[config.mk]
export PLATFORM = sky130hd
export DESIGN_NAME = if_axi_bridge
export DESIGN_NICKNAME = d
export VERILOG_FILES = /design/src/rtl/if_axi_bridge.sv
export SDC_FILE = /design/constraint.sdc
export NUM_CORES = 1
export LEC_CHECK = 0
export CAP_MARGIN = 20
export CORE_ASPECT_RATIO = 0.8
export CORE_MARGIN = 2
export CORE_UTILIZATION = 45
export DETAILED_ROUTE_END_ITERATION = 12
export PLACE_DENSITY = 0.85
export REMOVE_ABC_BUFFERS = 1
export SETUP_SLACK_MARGIN = 0.1
export SLEW_MARGIN = 25
export SYNTH_ARGS = -nofsm -noshare
export SYNTH_HDL_FRONTEND = slang
export SYNTH_SLANG_ARGS = --single-unit
[constraint.sdc]
create_clock -name clk -period 2.15 [get_ports clk]
set_input_delay 0.5375 -clock clk [delete_from_list [all_inputs] [get_ports clk]]
set_output_delay 0.5375 -clock clk [all_outputs]
set_load 0.05 [all_outputs]
[src/rtl/if_axi_bridge.sv]
// Fetch-side read bridge: turns one simple-bus fetch request into a single-beat
// AXI4 read and returns the lane-aligned beat with a one-cycle ready pulse.
module if_axi_bridge #(
  parameter logic [3:0] AXI_ID = 4'd0
) (
  input  logic        clk,
  input  logic        rst,
  input  logic        if_bridge_valid_i,
  input  logic [63:0] if_bridge_addr_i,
  input  logic [1:0]  if_bridge_size_i,
  input  logic        if_bridge_req_i,
  output logic        if_bridge_ready_o,
  output logic [63:0] if_bridge_data_read_o,
  output logic [1:0]  if_bridge_resp_o,
  output logic        ar_valid_o,
  input  logic        ar_ready_i,
  output logic [63:0] ar_addr_o,
  output logic [3:0]  ar_id_o,
  output logic [7:0]  ar_len_o,
  output logic [2:0]  ar_size_o,
  output logic [1:0]  ar_burst_o,
  input  logic        r_valid_i,
  output logic        r_ready_o,
  input  logic [63:0] r_data_i,
  input  logic [1:0]  r_resp_i,
  input  logic        r_last_i
);

  localparam int unsigned ADDR_W      = 64;
  localparam int unsigned DATA_W      = 64;
  localparam logic        REQ_READ    = 1'b0;
  localparam logic [1:0]  RESP_SLVERR = 2'b10;
  localparam logic [1:0]  BURST_INCR  = 2'b01;

  typedef enum logic [1:0] {S_IDLE, S_AR, S_R, S_DONE} state_t;

  state_t            r_state;
  logic [ADDR_W-1:0] r_addr;
  logic [1:0]        r_size;
  logic              r_ar_valid;
  logic              r_r_ready;
  logic [DATA_W-1:0] r_data;
  logic [1:0]        r_resp;
  logic [5:0]        w_shift;
  logic              w_unused_last;

  // Single beat (len 0), so the last flag carries no information.
  assign w_unused_last = r_last_i;
  assign w_shift       = {r_addr[2:0], 3'b000};

  always_ff @(posedge clk) begin
    if (!rst) begin
      r_state    <= S_IDLE;
      r_addr     <= '0;
      r_size     <= '0;
      r_ar_valid <= 1'b0;
      r_r_ready  <= 1'b0;
      r_data     <= '0;
      r_resp     <= '0;
    end else begin
      case (r_state)
        S_IDLE: begin
          if (if_bridge_valid_i) begin
            r_addr <= if_bridge_addr_i;
            r_size <= if_bridge_size_i;
            if (if_bridge_req_i == REQ_READ) begin
              r_ar_valid <= 1'b1;
              r_state    <= S_AR;
            end else begin
              // Illegal request type: answer locally, never touch AXI.
              r_data  <= '0;
              r_resp  <= RESP_SLVERR;
              r_state <= S_DONE;
            end
          end
        end
        S_AR: begin
          if (ar_ready_i) begin
            r_ar_valid <= 1'b0;
            r_r_ready  <= 1'b1;
            r_state    <= S_R;
          end
        end
        S_R: begin
          if (r_valid_i) begin
            r_r_ready <= 1'b0;
            r_data    <= r_data_i >> w_shift;
            r_resp    <= r_resp_i;
            r_state   <= S_DONE;
          end
        end
        S_DONE:  r_state <= S_IDLE;
        default: r_state <= S_IDLE;
      endcase
    end
  end

  // Deliver only if the fetch stage still wants this exact address.
  assign if_bridge_ready_o = (r_state == S_DONE) && if_bridge_valid_i &&
                             (if_bridge_addr_i == r_addr);

  assign if_bridge_data_read_o = r_data;
  assign if_bridge_resp_o      = r_resp;
  assign ar_valid_o            = r_ar_valid;
  assign ar_addr_o             = r_addr;
  assign ar_id_o               = AXI_ID;
  assign ar_len_o              = 8'd0;
  assign ar_size_o             = {1'b0, r_size};
  assign ar_burst_o            = BURST_INCR;
  assign r_ready_o             = r_r_ready;

endmodule

==> results of run 1 <==
## through the flow
stage,setup TNS (ns),cells,area [sq um],util
floorplan,-84.49,805,7303,-
global placement,-3.870,1350,10800,0.6463
detailed placement,-5.572,1350,10800,0.6463
CTS,-0.4334,1384,11320,0.6771
global route,-0.5646,1387,11380,0.6809
finish,-0.4794,1387,11380,0.6809
## how the worst min path moves through the flow
stage               slack [ns]                          to  cells past startpoint                     from
floorplan                 0.50     r_state[0]$_SDFFE_PN0P_                      2  r_state[0]$_SDFFE_PN0P_
CTS                       0.39  ar_addr_o[41]$_SDFFE_PN0P_                      3     if_bridge_addr_i[41]
finish                    0.40   ar_addr_o[1]$_SDFFE_PN0P_                      3      if_bridge_addr_i[1]
global placement          0.45      r_size[0]$_SDFFE_PN0P_                      2   r_size[0]$_SDFFE_PN0P_
global route              0.41   ar_addr_o[1]$_SDFFE_PN0P_                      3      if_bridge_addr_i[1]
detailed placement        0.47      r_size[1]$_SDFFE_PN0P_                      2   r_size[1]$_SDFFE_PN0P_
## power groups by stage
stage	Clock, mW	Sequential [mW]	Combinational, mW
global placement	0	3.22	5.16
finish	3.00	3.19	5.26
global route	3.13	3.24	5.58
floorplan	0	4.57	1.90
CTS	3.02	3.19	5.07
detailed placement	0	3.24	5.23
## flip-flops by register name (all words and copies together), names as in the netlist
register / flops
r_ready_o: 1
if_bridge_data_read_o: 64
if_bridge_resp_o: 2
r_state: 2
ar_valid_o: 1
ar_addr_o: 64
r_size: 2
## repair_timing
item | 4_1_cts | 5_1_grt
hold endpoints to repair | 0 | 0
cloned | 0 | 1
setup endpoints to repair | 123 | 25
gates resized for setup | 217 | 6
buffers inserted | 3 | 2
pin swaps | 31 | 5
## cells by family after synthesis
| group | after synthesis | share of synthesized area |
|---|---|---|
| compound gates | 190 | 0.1733 |
| xor+xnor | 43 | 0.04964 |
| fa+ha+maj | 5 | 0.008084 |
| buf+inv | 101 | 0.07373 |
| flops | 136 | 0.3518 |
| mux | 89 | 0.1523 |
| other cells | 2 | 0.0009705 |
| simple gates | 304 | 0.1901 |
## area by class of cell
type | instances | area [sq um] | share of cell area
inverters | 23 | 86.33 | 0.007587
flip-flops and latches | 136 | 2739 | 0.2407
well taps | 220 | 275.3 | 0.02419
clock inverters | 12 | 142.6 | 0.01254
multi-input cells | 646 | 4602 | 0.4044
repair buffers | 331 | 3079 | 0.2706
clock buffers | 19 | 454.2 | 0.03992
## layer usage
metal,routed length [um],up-vias
met5,0,-
met4,358,0
met3,1591,28
met2,11990,281
met1,10950,3564
li1,-,3581
## cells in the final DEF, fill, tap and decap left out, types with 14 or more instances in the layout
master           instances
nand2_1                166
dlygate4sd2_1          160
dfxtp_1                125
clkdlybuf4s50_1         84
a21boi_0                70
mux2i_1                 63
buf_4                   63
nor2b_1                 52
a22oi_1                 34
xnor2_1                 26
inv_1                   22
o21ai_0                 21
and2_1                  20
clkbuf_16               19
o22ai_1                 15
conb_1                  15
nand2b_1                14
xor2_1                  14
## worst min-delay path, cell delays in order
cell and delay (ns):
buf_2 0.12, nand2_1 0.05, a21boi_0 0.06
==> flow_summary.yaml, run 1 <==
worst_setup_path:
  crit_path_start: "if_bridge_addr_i[54]"
  slowest_stage: "nor3_2"
  cp_num_cells: 8
  rrSetupSlack_ns: 0.22
  crit_fanout: 2
  slowest_delay_ns: 0.28
  crit_chain: "clkdlybuf4s15_1 > xnor2_1 > nand4_1 > nor4_2 > buf_4 > nand4_1 > nor3_2 > buf_12"
  cp-start-kind: "input port"
  r2r_cells: 9
  cp-endpoint: "if_bridge_ready_o"
  r2r_end: "if_bridge_data_read_o[24]$_SDFFE_PN0P_"
  crit_family: "simple AND/OR/NAND/NOR gates"
  cp_common_cell: "nand4_1"
  cp_data_required_time_ns: 1.61
  cp.arrival_ns: 2.09
  cp-end-kind: "output pin"
  r2r-start: "r_state[0]$_SDFFE_PN0P_"
  critPathKind: "input port to output pin"
  crit_buf_inv: 3
pwr:
  power_switching_mw: 4.822
  p_leak_nw: 4.839
  clockPowerShare: 0.262
  switching_share: 0.4213
  fin_total_pwr_mw: 11.45
  p_int_mw: 6.623
  p_seq_frac: 0.279
  pwr-share-comb: 0.459
  ir_drop_mv: 0.6093
  powerDensity_nw_per_um2: 1006
synthesis:
  synth_ff_type: "dfxtp_1"
  yosysMostFrequentCell: "nand2_1"
  yosys-top-cells-area: "dfxtp_1, nand2_1, mux2i_1"
  synth-edff-count: 0
  synth_cell_types: 54
  synth_top_area_cell: "dfxtp_1"
  yosys.area.top_type_share: 0.3518
  netlist_area_sq_um: 7739
  synth_area_per_cell_sq_um: 8.895
  synth-seq-cells: 136
  async_flop_share: 0
  ys_warn_count: 0
  postSynthCellCount: 870
  synth_commonest_cells: "nand2_1, dfxtp_1, a21boi_0"
  synth_seq_area_share: 0.3518
routing:
  drt_first_pass_iters: 5
  final_antenna_net_count: 0
  num_vias: 7454
  drc: 0
  wl_per_cell_um: 17.94
  via_per_inst: 5.374
  finalWirelength_um: 24890
  drt_iter0_drc: 468
final_layout:
  fin_nets: 1299
  drive_gt1_frac: 0.1448
  area_growth_pct: 47.03
  fillers: 1408
  antenna_cells: 0
clock_tree:
  htreeDepth: 4
  insertion_delay_ns: 0.42
  clockBufferDepth: 2
  cts_sinks: 136
  clk_pin_slew_ns: 0.06
  cts_hold_buf: 0
  cts_root_buf: "clkbuf_16"
  cts_buffers: 17
  cts_tree: "done"
min_path:
  hp-class: "input port to flop"
timing:
  finalHoldViolations: 0
  setup_viol: 1
  skew_ns: 0.009082
  slew_viol_final: 0
  timing.fmax_mhz: 380.3
  hold_ws_ns: 0.4001
  rsz0062_at_grt: "yes"
  min_period_ns: 2.629
  timing.slew.headroom: 0.6175
  tightest_slew_ns: 0.5760
  finalCritPeriodShare: 1.223
  layout_setup_ws_ns: -0.4794
grt:
  grtUsageMet3: 0.05000
  grt_use_met2: 0.4395
  grt.overflow.total: 0
  gr-usage-met1: 0.3517
  grtUsageTotal: 0.2648
  grt_pass1_vias: 7328
  grt_pass1_wl_um: 38310
  grt.busiest_layer: "met2"
  grt_max_degree: 67
  antenna_found_initial: 0
run_status:
  violations: "setup timing"
  status: "finished with violations"
floorplanning:
  coreArea_sq_um: 16710
  start_util: 0.4631
  rows: 42
  die_h_um: 121.3
  ios: 289
  die_w_um: 150.6
  dieArea_sq_um: 18270
placement:
  io_buffers: 272
  gp_congestion: 0.8529
  dpl_worst_slack_ns: -0.8244
  hpwl_um: 17790
flow_run:
  cap_viol_max_count: 0
(Power assumes the default switching activity.)
==> run 2, diff against run 1 <==
--- a/config.mk
+++ b/config.mk
@@ -9,7 +9,7 @@
 export CORE_ASPECT_RATIO = 0.8
 export CORE_MARGIN = 2
-export CORE_UTILIZATION = 45
+export CORE_UTILIZATION = 35
 export DETAILED_ROUTE_END_ITERATION = 12
-export PLACE_DENSITY = 0.85
+export PLACE_DENSITY = 0.7
 export REMOVE_ABC_BUFFERS = 1
 export SETUP_SLACK_MARGIN = 0.1
==> constraint.sdc (replaced) <==
create_clock -name clk -period 3.4 [get_ports clk]
set_input_delay 0.85 -clock clk [delete_from_list [all_inputs] [get_ports clk]]
set_output_delay 0.85 -clock clk [all_outputs]
set_load 0.1 [all_outputs]
==> run 2 against run 1 <==
  * Core utilization shrank 18 points
  * Die area grew 28%
  * Combinational power fell by 24%
  * The run now ends clean
  * Largest power group unchanged
  * Via count fell by 4.4%
  * Global-route usage is 6.2 points lower
  * Highest routed layer unchanged
  * Largest cell class unchanged
  * First-iteration DRC count is 17% lower
==> flow_summary.yaml, run 2 (synthesized netlist as in run 1, its figures left out) <==
pwr:
  switching_share: 0.4935
  clockPowerShare: 0.231
  p_leak_nw: 4.313
  powerDensity_nw_per_um2: 720.4
  ir_drop_mv: 0.4029
  power_switching_mw: 3.859
  p_int_mw: 3.961
  pwr-share-comb: 0.509
  p_seq_frac: 0.260
final_layout:
  mostFrequentLayoutCells: "nand2_1, buf_4, dfxtp_1"
  antenna_cells: 0
  area_growth_pct: 40.27
  drive_gt1_frac: 0.2113
  fillers: 2061
  fin_nets: 1262
  seqCellArea_sq_um: 2728
  layout_commonest_cell: "nand2_1"
  multiInputGateArea_sq_um: 4582
  final_area_sq_um: 10860
clock_tree:
  cts_buffers: 17
  cts_root_buf: "clkbuf_16"
  clk_pin_slew_ns: 0.06
  cts_hold_buf: 0
  clockBufferDepth: 2
  cts_tree: "done"
  htreeDepth: 4
  cts_setup_buffers: 0
  cts_sinks: 136
  insertion_delay_ns: 0.42
worst_setup_path:
  cp-end-kind: "output pin"
  cp.arrival_ns: 2.42
  crit_chain: "dlygate4sd2_1 > inv_1 > a221o_1 > nor4_2 > nand4_1 > nor3_2 > buf_12"
  slowest_stage: "a221o_1"
  rrSetupSlack_ns: 1.06
  cp_data_required_time_ns: 2.55
  slowest_delay_ns: 0.35
  crit_fanout: 2
  critPathKind: "input port to output pin"
  crit_family: "simple AND/OR/NAND/NOR gates"
  cp-start-kind: "input port"
  crit_buf_inv: 3
routing:
  wl_met2_um: 11450
  met1_length_um: 11480
  drt_iter0_drc: 388
  via_per_inst: 5.067
  drc: 0
  final_antenna_net_count: 0
  drt_first_pass_iters: 5
  wl_per_cell_um: 17.34
  finalWirelength_um: 24390
  wl_met3_um: 1290
  num_vias: 7124
  top_layer: "met4"
floorplanning:
  die_h_um: 137
  start_util: 0.3579
  die_w_um: 170.2
  rows: 48
  dieArea_sq_um: 23320
  ios: 289
  coreArea_sq_um: 21620
timing:
  layout_setup_ws_ns: 0.1327
  min_period_ns: 3.267
  finalCritPeriodShare: 0.9610
  slew_viol_final: 0
  timing.fmax_mhz: 306.1
  setup_tns_ns: 0
  setup_viol: 0
  rsz0062_at_grt: "no"
  skew_ns: 0.01096
  finalHoldViolations: 0
  tightest_slew_ns: 1.051
  timing.slew.headroom: 0.2987
placement:
  io_buffers: 272
  dpl_worst_slack_ns: -0.1817
  gp_congestion: 0.8120
  place_area_sq_um: 10270
  hpwl_um: 17260
grt:
  grt.overflow.total: 0
  grtUsageTotal: 0.2027
  grt_max_degree: 68
  antenna_found_initial: 0
  grt_pass1_vias: 6598
  grt_pass1_wl_um: 37160
min_path:
  hp-class: "flop to flop"
flow_run:
  cap_viol_max_count: 0
run_status:
  status: "complete, no violations"
run 2: power by group through the flow:
stage	clock [mW]	sequential [mW]	combinational [mW]
6_report	1.80	2.03	3.98
5_1_grt	1.92	2.07	4.20
4_1_cts	1.85	2.03	4.00
3_5_place_dp	0	2.06	3.99
3_3_place_gp	0	2.06	3.97
2_1_floorplan	0	3.73	1.25
run 2: worst register-to-register path: stages, from the launching register on:
cell     delay [ns]
dfxtp_1        0.39
inv_1          0.10
ha_1           0.27
a21bo_2        0.25
nand3_1        0.12
nor2_2         0.82
a22oi_1        0.17
nor2b_1        0.16
run 2: final timing paths:
| check | from | endpoint | cells after the start |
|---|---|---|---|
| setup / recovery | if_bridge_addr_i[31] | if_bridge_ready_o | 7 |
| hold / removal | r_size[1]$_SDFFE_PN0P_ | r_size[1]$_SDFFE_PN0P_ | 2 |
| setup reg to reg | r_state[0]$_SDFFE_PN0P_ | if_bridge_data_read_o[35]$_SDFFE_PN0P_ | 7 |
| hold reg to reg | r_size[1]$_SDFFE_PN0P_ | r_size[1]$_SDFFE_PN0P_ | 2 |
run 2: what timing repair did:
action,4_1_cts,5_1_grt
resized for setup,60,24
setup endpoints to repair,1,1
pin swaps,22,25
run 2: per-layer routing:
metal  global-route usage  up-vias
met5                    0        -
met4              0.04843        0
met3              0.04049       12
met2               0.3207      195
met1               0.2843     3411
li1                     -     3506
run 2: cell type report:
class                   instances  share of cell area
clock inverters                13             0.01118
inverters                      23            0.007953
clock buffers                  19             0.04080
multi-input cells             646              0.4221
flip-flops and latches        136              0.2513
repair buffers                294              0.2350
well taps                     275             0.03170
run 2: per-stage QoR:
step,hold slack [ns],utilization,instances,power (mW)
global placement,0.4516,0.4748,1374,6.022
global route,0.4908,0.5021,1406,8.186
detailed placement,0.4616,0.4748,1374,6.052
CTS,0.4728,0.5017,1406,7.883
floorplan,0.4995,-,805,4.983
finish,0.4690,0.5021,1406,7.820
